===== src/rtl/mdu_seq_if.sv =====
// Pipeline-facing bundle of the multiply/divide sequencer: request, cancel,
// handshake status and the HI/LO result registers.
interface mdu_seq_if #(parameter int WIDTH = 32);
  logic             start;
  logic [1:0]       op;
  logic [WIDTH-1:0] a;
  logic [WIDTH-1:0] b;
  logic             abort;
  logic             busy;
  logic             done;
  logic [WIDTH-1:0] hi;
  logic [WIDTH-1:0] lo;
  logic             divzero;

  modport master (output start, op, a, b, abort, input busy, done, hi, lo, divzero);
  modport slave  (input start, op, a, b, abort, output busy, done, hi, lo, divzero);
endinterface


===== src/rtl/mdu_seq.sv =====
// Radix-2 iterative MULT/MULTU/DIV/DIVU sequencer owning HI/LO.
// Optional MDU_EARLY_OUT_EN: multiplies stop once the remaining multiplier bits are zero.
module mdu_seq #(parameter int WIDTH = 32) (
  input  logic      ph1,
  input  logic      reset,
  mdu_seq_if.slave  bus
);
  localparam int CW = $clog2(WIDTH + 1);

  typedef enum logic [2:0] {S_IDLE, S_PREP, S_ITER, S_FIX, S_DONE} state_t;
  state_t state, state_nxt;

  logic [CW-1:0]      count;
  logic [1:0]         op_r;
  logic [WIDTH-1:0]   a_r, b_r, addend, hi_r, lo_r;
  logic [2*WIDTH-1:0] acc, acc_step, prod, prod_fix, res;
  logic               neg_p, neg_r, divzero_r;
  logic               is_div, is_signed, iter_end;
  logic [WIDTH-1:0]   a_abs, b_abs, q_fix, r_fix;

  assign is_div    = op_r[1];
  assign is_signed = ~op_r[0];
  assign a_abs     = (is_signed && a_r[WIDTH-1]) ? -a_r : a_r;
  assign b_abs     = (is_signed && b_r[WIDTH-1]) ? -b_r : b_r;

  // Shared WIDTH+1 bit adder: shift-add for multiply, trial subtract for divide.
  // The extra bit holds the remainder bit shifted out of the top during divide.
  logic [WIDTH:0]   add_x, add_y;
  logic             add_cin;
  logic [WIDTH+1:0] add_sum;

  always_comb begin
    add_x   = {1'b0, acc[2*WIDTH-1:WIDTH]};
    add_y   = {1'b0, (acc[0] ? addend : {WIDTH{1'b0}})};
    add_cin = 1'b0;
    if (is_div) begin
      add_x   = acc[2*WIDTH-1:WIDTH-1];
      add_y   = ~{1'b0, addend};
      add_cin = 1'b1;
    end
  end

  assign add_sum = {1'b0, add_x} + {1'b0, add_y} + {{(WIDTH+1){1'b0}}, add_cin};

  // Divide: carry-out set means no borrow, so keep the difference and shift in a 1.
  always_comb begin
    if (is_div)
      acc_step = add_sum[WIDTH+1] ? {add_sum[WIDTH-1:0], acc[WIDTH-2:0], 1'b1}
                                  : {acc[2*WIDTH-2:0], 1'b0};
    else
      acc_step = {add_sum[WIDTH:0], acc[WIDTH-1:1]};
  end

`ifdef MDU_EARLY_OUT_EN
  logic [CW-1:0] cnt_nxt;
  assign cnt_nxt  = count + 1'b1;
  assign iter_end = (count == CW'(WIDTH-1)) ||
                    (!is_div && ((acc_step[WIDTH-1:0] & ({WIDTH{1'b1}} >> cnt_nxt)) == '0));
  // Skipped iterations would only have shifted right; realign the product here.
  assign prod     = acc >> (CW'(WIDTH) - count);
`else
  assign iter_end = (count == CW'(WIDTH-1));
  assign prod     = acc;
`endif

  assign prod_fix = neg_p ? -prod : prod;
  assign q_fix    = neg_p ? -acc[WIDTH-1:0] : acc[WIDTH-1:0];
  assign r_fix    = neg_r ? -acc[2*WIDTH-1:WIDTH] : acc[2*WIDTH-1:WIDTH];
  assign res      = is_div ? {r_fix, q_fix} : prod_fix;

  always_ff @(posedge ph1 or posedge reset) begin
    if (reset) state <= S_IDLE;
    else       state <= state_nxt;
  end

  always_comb begin
    state_nxt = state;
    if (bus.abort) state_nxt = S_IDLE;
    else begin
      case (state)
        S_IDLE: if (bus.start) state_nxt = S_PREP;
        S_PREP: state_nxt = (is_div && b_r == '0) ? S_DONE : S_ITER;
        S_ITER: if (iter_end) state_nxt = S_FIX;
        S_FIX:  state_nxt = S_DONE;
        S_DONE: state_nxt = bus.start ? S_PREP : S_IDLE;
        default: state_nxt = S_IDLE;
      endcase
    end
  end

  always_comb begin
    bus.busy = (state == S_PREP) || (state == S_ITER) || (state == S_FIX);
    bus.done = (state == S_DONE);
  end

  always_ff @(posedge ph1 or posedge reset) begin
    if (reset) begin
      count     <= '0;
      op_r      <= '0;
      a_r       <= '0;
      b_r       <= '0;
      addend    <= '0;
      acc       <= '0;
      neg_p     <= 1'b0;
      neg_r     <= 1'b0;
      hi_r      <= '0;
      lo_r      <= '0;
      divzero_r <= 1'b0;
    end else if (!bus.abort) begin
      case (state)
        S_IDLE, S_DONE: if (bus.start) begin
          op_r      <= bus.op;
          a_r       <= bus.a;
          b_r       <= bus.b;
          divzero_r <= 1'b0;
        end
        S_PREP: begin
          if (is_div && b_r == '0) begin
            divzero_r <= 1'b1;
            hi_r      <= a_r;
            lo_r      <= '1;
          end else begin
            count  <= '0;
            neg_p  <= is_signed & (a_r[WIDTH-1] ^ b_r[WIDTH-1]);
            neg_r  <= is_signed & a_r[WIDTH-1];
            addend <= is_div ? b_abs : a_abs;
            acc    <= {{WIDTH{1'b0}}, (is_div ? a_abs : b_abs)};
          end
        end
        S_ITER: begin
          acc   <= acc_step;
          count <= count + 1'b1;
        end
        S_FIX: begin
          hi_r <= res[2*WIDTH-1:WIDTH];
          lo_r <= res[WIDTH-1:0];
        end
        default: ;
      endcase
    end
  end

  assign bus.hi      = hi_r;
  assign bus.lo      = lo_r;
  assign bus.divzero = divzero_r;
endmodule


===== src/flat_wrapper.sv =====
// flat-port wrapper written by rule: the top's interface ports become plain ports
module mdu_seq_flat 
#(parameter int WIDTH = 32)
  (ph1, reset, bus_start, bus_op, bus_a, bus_b, bus_abort, bus_busy, bus_done, bus_hi, bus_lo, bus_divzero);
  mdu_seq_if #(.WIDTH(WIDTH)) bus_i ();
  input  logic ph1;
  input  logic reset;
  input wire logic [$bits(bus_i.start)-1:0] bus_start;
  input wire logic [$bits(bus_i.op)-1:0] bus_op;
  input wire logic [$bits(bus_i.a)-1:0] bus_a;
  input wire logic [$bits(bus_i.b)-1:0] bus_b;
  input wire logic [$bits(bus_i.abort)-1:0] bus_abort;
  output wire logic [$bits(bus_i.busy)-1:0] bus_busy;
  output wire logic [$bits(bus_i.done)-1:0] bus_done;
  output wire logic [$bits(bus_i.hi)-1:0] bus_hi;
  output wire logic [$bits(bus_i.lo)-1:0] bus_lo;
  output wire logic [$bits(bus_i.divzero)-1:0] bus_divzero;
  assign bus_i.start = bus_start;
  assign bus_i.op = bus_op;
  assign bus_i.a = bus_a;
  assign bus_i.b = bus_b;
  assign bus_i.abort = bus_abort;
  assign bus_busy = bus_i.busy;
  assign bus_done = bus_i.done;
  assign bus_hi = bus_i.hi;
  assign bus_lo = bus_i.lo;
  assign bus_divzero = bus_i.divzero;
  mdu_seq #(.WIDTH(WIDTH)) u_core (.ph1(ph1), .reset(reset), .bus(bus_i));
endmodule

===== config.mk =====
export PLATFORM = sky130hd
export DESIGN_NAME = mdu_seq_flat
export DESIGN_NICKNAME = d
export VERILOG_FILES = /design/src/rtl/mdu_seq_if.sv /design/src/rtl/mdu_seq.sv /design/src/flat_wrapper.sv
export SDC_FILE = /design/constraint.sdc
export NUM_CORES = 1
export LEC_CHECK = 0
export ABC_AREA = 0
export BUFFER_PORTS_ARGS = -buffer_cell sky130_fd_sc_hd__buf_2
export CAP_MARGIN = 20
export CORE_AREA = 5 5 167 289
export DETAILED_ROUTE_END_ITERATION = 8
export DIE_AREA = 0 0 172 294
export HOLD_SLACK_MARGIN = 0.02
export PLACE_DENSITY = 0.48
export SLEW_MARGIN = 30
export SYNTH_ARGS = -nofsm -noshare
export SYNTH_HDL_FRONTEND = slang
export SYNTH_SLANG_ARGS = --single-unit

===== constraint.sdc =====
create_clock -name ph1 -period 9.7 [get_ports ph1]
set_clock_uncertainty 0.05 [all_clocks]
set_input_delay 0.97 -clock ph1 [delete_from_list [all_inputs] [get_ports ph1]]
set_output_delay 0.97 -clock ph1 [all_outputs]
set_load 0.01 [all_outputs]

==> results.md <==
- Post-synthesis instance total: 1902
- Proportion of power drawn by the clock network: 21.6%
- WL final: 63800 um
- Sum Neg Setup Slack: 0 ns
- Sequential cell fraction of total power: around a third
- Grt ovf: 0
- Max-slew violation count: 0
- Maxcap violations: 0
- Critical-path cell list: buf_4, nor2_2, buf_4, nand2_1, o21ai_0, ha_1, and3_1, nand4_1, a21oi_1, o21ai_0, and4b_1, nor2_2, buf_4, o221ai_1, o31ai_1
- First drt pass iteration count: 5
- Syn Area/Cell: 8.49 um^2
- Slew HR: 34.6%
- Syn Nets: 2011
- Outcome: complete, no violations
- DR vias/cell: 5.77
- Max FO, Critical Path: 78
- Distinct cells, synth: 74
- Area of the core: around 46000 um^2
- Slowest cell on crit path: buf_4
- Clock slew at reported path FFs: 0.06 ns
- #FFs+latches synth: 238
- Endpoints failing setup: 0
- Number of synthesized flops with an enable pin: 0
- Post-CTS resize count: 0
- Pin count of the biggest net entering global routing: 109
- Met3 usage: 2.37%
- LEAKAGE: 0.00779 uW
- All-Layer GR Usage: 24.9%
- Worst-Skew Late Latency: 0.58 ns
- DR WL/cell: 25.0 um
- Gate power share: between 40% and 50%
- CP Class: flop to flop
- GRT Max-Usage Layer: met2
- Startpoint Class: flop
- Routed vias: 14700
- # fillers: around 4800
- CP peak stage delay: 0.84 ns
- Area grow syn2layout: 12.9%
- P_sw: about 2600 uW
- Root buffer cell: clkbuf_16
- TritonCTS buffer count: 28
- Fin crit period: between 5 and 6 ns
- Post-synth top area share: 36.9%
- Cell Pwr Density: between 300 and 400 nW/um^2
- Initial Utilization: 35.2%
- Critical Path RT: between 10 and 15 ns
- Initial antenna violation count: 0
- DRT iter0 DRCs: 1001
- Sw frac: 46.5%
- Endpoint type of the worst setup path: flop
- Sequential area share after synthesis: 36.9%
- H-tree depth: 1
- IO buf count: between 100 and 150
- Final Hold Fails: 0
- Clock sink count: 238
- Antenna cells: 0
- Synth top area cells: dfrtp_1 (37%), mux2_2 (7.0%), o21ai_0 (5.9%)
- Post-CTS setup buffers: 0
- Layout cells sized above 1: 17.1%
- Overall die height: 294 um
- Warnings from Yosys: 0
- Syn Std Cell Area: 16100 um^2
- Ports: 137
- Internal: 3010 uW
- Clk buf depth: 3
- Post-DRT Antenna Nets: 0
- CTS tree: done
- # nets final: 2054
- Fmax: 175 MHz
- Fraction of registers with async set/reset: 100%
- GP Congestion: 0.928
- Final WS setup: between 3 and 4 ns
- Die area: 50600 um^2
- DRC Markers: 0
- RSZ-0062 raised after global routing: false
- Setup WS pre-CTS: 4.03 ns
- Met1 Use GR: 25.9%
- Row cnt: 104
- Dpl hpwl: 48900 um
- Die width: roughly 170 um
- Cts-stage hold buffer count: 0
- Hold WC Path Type: flop to flop
- Top FF cell, synth: dfrtp_1
- First-pass GRT wire length: 95300 um
- Area leader, netlist: dfrtp_1
- Peak supply drop: about 260 uV
- Worst slew pin tran: 0.971 ns
- Vias in the first global route: 15000
- WP data arrival: 6.15 ns
- GRT met2 Usage: 46.6%
- Most frequent CP cell: buf_4
- Tcrit/Tclk final: 58.9%
-- critical path, delay by kind of cell (launching register included) --
family,cells,cell delay (ns)
adder cells (fa/ha/maj),1,0.43
AO/OA/AOI/OAI,5,1.28
AND/OR/NAND/NOR,6,1.48
flip-flops,1,0.82
buffers and inverters,3,1.51
-- kinds of logic after synthesis --
family / count (synthesis) / synth area share [%]
AOI/OAI and AO/OA: 560 / 21.6
xor gates and xnor gates: 140 / 7.60
adders and majority gates: 39 / 3.12
buffers and inverters: 174 / 4.35
DFF: 238 / 36.9
muxes: 128 / 8.95
and+or+nand+nor: 623 / 17.5
-- layout make-up --
| class | count | area (um^2) | share of cell area [%] |
|---|---|---|---|
| inverters | 29 | 116 | 0.638 |
| clock buffers | 33 | 749 | 4.11 |
| flip-flops and latches | 238 | 5960 | 32.7 |
| repair buffers | 158 | 850 | 4.66 |
| well taps | 583 | 729 | 4.00 |
| clock inverters | 18 | 303 | 1.66 |
| multi-input cells | 1490 | 9520 | 52.2 |
-- synthesized netlist by cell type (6+ instances only) --
master	number
nor4_1	15
and2_1	6
a21oi_1	122
nor2b_1	9
nor3_1	37
a211oi_1	12
o22ai_1	6
or4_1	15
nand2_1	242
or3_1	23
nand3_1	29
nor2_1	185
nor3b_1	6
and3_1	14
o31ai_1	39
buf_2	12
mux2i_1	25
ha_1	37
or2_2	6
o221ai_1	27
o21ai_0	190
mux2_2	100
xor2_1	82
o211ai_1	13
xnor2_1	58
o21a_1	8
buf_4	7
inv_1	28
nand4_1	11
a31oi_1	56
dfrtp_1	238
o41ai_1	13
clkbuf_1	116
buf_1	9
a21o_1	17
nand2b_1	7
-- cell usage in the layout, fill, tap and decap left out, types with 6 or more instances in the layout --
cell type,instances
o31ai_1,39
nand2b_1,7
xnor2_1,58
a21oi_1,122
o22ai_1,6
nor3_1,36
and3_1,14
nor3b_1,6
o21ai_0,190
nand4_1,11
o211ai_1,13
or4_1,15
dfrtp_1,236
nand3_1,28
o221ai_1,27
buf_4,21
or3_1,23
mux2_2,100
or2_2,6
buf_2,136
a21o_1,17
nor2_1,182
o41ai_1,13
xor2_1,82
nor2b_1,8
and2_1,6
mux2i_1,25
nand2_1,242
nor4_1,15
a211oi_1,12
inv_1,26
a31oi_1,56
o21a_1,8
clkbuf_16,28
ha_1,37
bufinv_16,7
-- per-stage QoR --
| stage | total power (uW) | instances | area, um^2 | hold slack, ns | utilization (%) |
|---|---|---|---|---|---|
| after global placement | 4400 | 2498 | 17200 | 0.415 | 37.5 |
| after detailed placement | 4410 | 2498 | 17200 | 0.425 | 37.5 |
| after floorplan | 3400 | 1902 | 16100 | 0.405 | - |
| after global routing | 5970 | 2549 | 18200 | 0.466 | 39.8 |
| after CTS | 5660 | 2549 | 18200 | 0.439 | 39.8 |
| final | 5630 | 2549 | 18200 | 0.428 | 39.8 |
-- worst paths after layout --
kind	from	to	slack, ns	depth (start not counted)
max	u_core.op_r[1]$_DFFE_PP0P_	u_core.acc[62]$_DFFE_PP0P_	3.98	15
min	u_core.bus.hi[6]$_DFFE_PP0P_	u_core.bus.hi[6]$_DFFE_PP0P_	0.43	2
max reg2reg	u_core.op_r[1]$_DFFE_PP0P_	u_core.acc[62]$_DFFE_PP0P_	3.98	15
min reg2reg	u_core.bus.hi[6]$_DFFE_PP0P_	u_core.bus.hi[6]$_DFFE_PP0P_	0.43	2
max in group asynchronous	reset	u_core.acc[56]$_DFFE_PP0P_	7.74	3
min in group asynchronous	reset	u_core.bus.lo[17]$_DFFE_PP0P_	0.46	2
-- sequential cells by signal, summed over array words and instances (netlist names), 2 cells and up --
| name | count |
|---|---|
| u_core.bus.lo | 32 |
| u_core.acc | 64 |
| u_core.a_r | 32 |
| u_core.count | 6 |
| u_core.state | 3 |
| u_core.op_r | 2 |
| u_core.bus.hi | 32 |
| u_core.b_r | 32 |
| u_core.addend | 32 |
-- power groups by stage --
stage               registers [uW]  logic, uW  clock network (uW)
floorplan                     1600       1800                   0
global placement              1900       2500                   0
detailed placement            1900       2510                   0
CTS                           1890       2530                1240
global route                  1930       2760                1280
finish                        1890       2520                1220
-- layer usage --
metal,wire (um),vias to the layer above
met5,0,-
met4,5130,0
met3,2280,153
met2,34500,459
met1,21900,7154
li1,-,6941
Note: power is estimated with default switching activity, not from simulation.
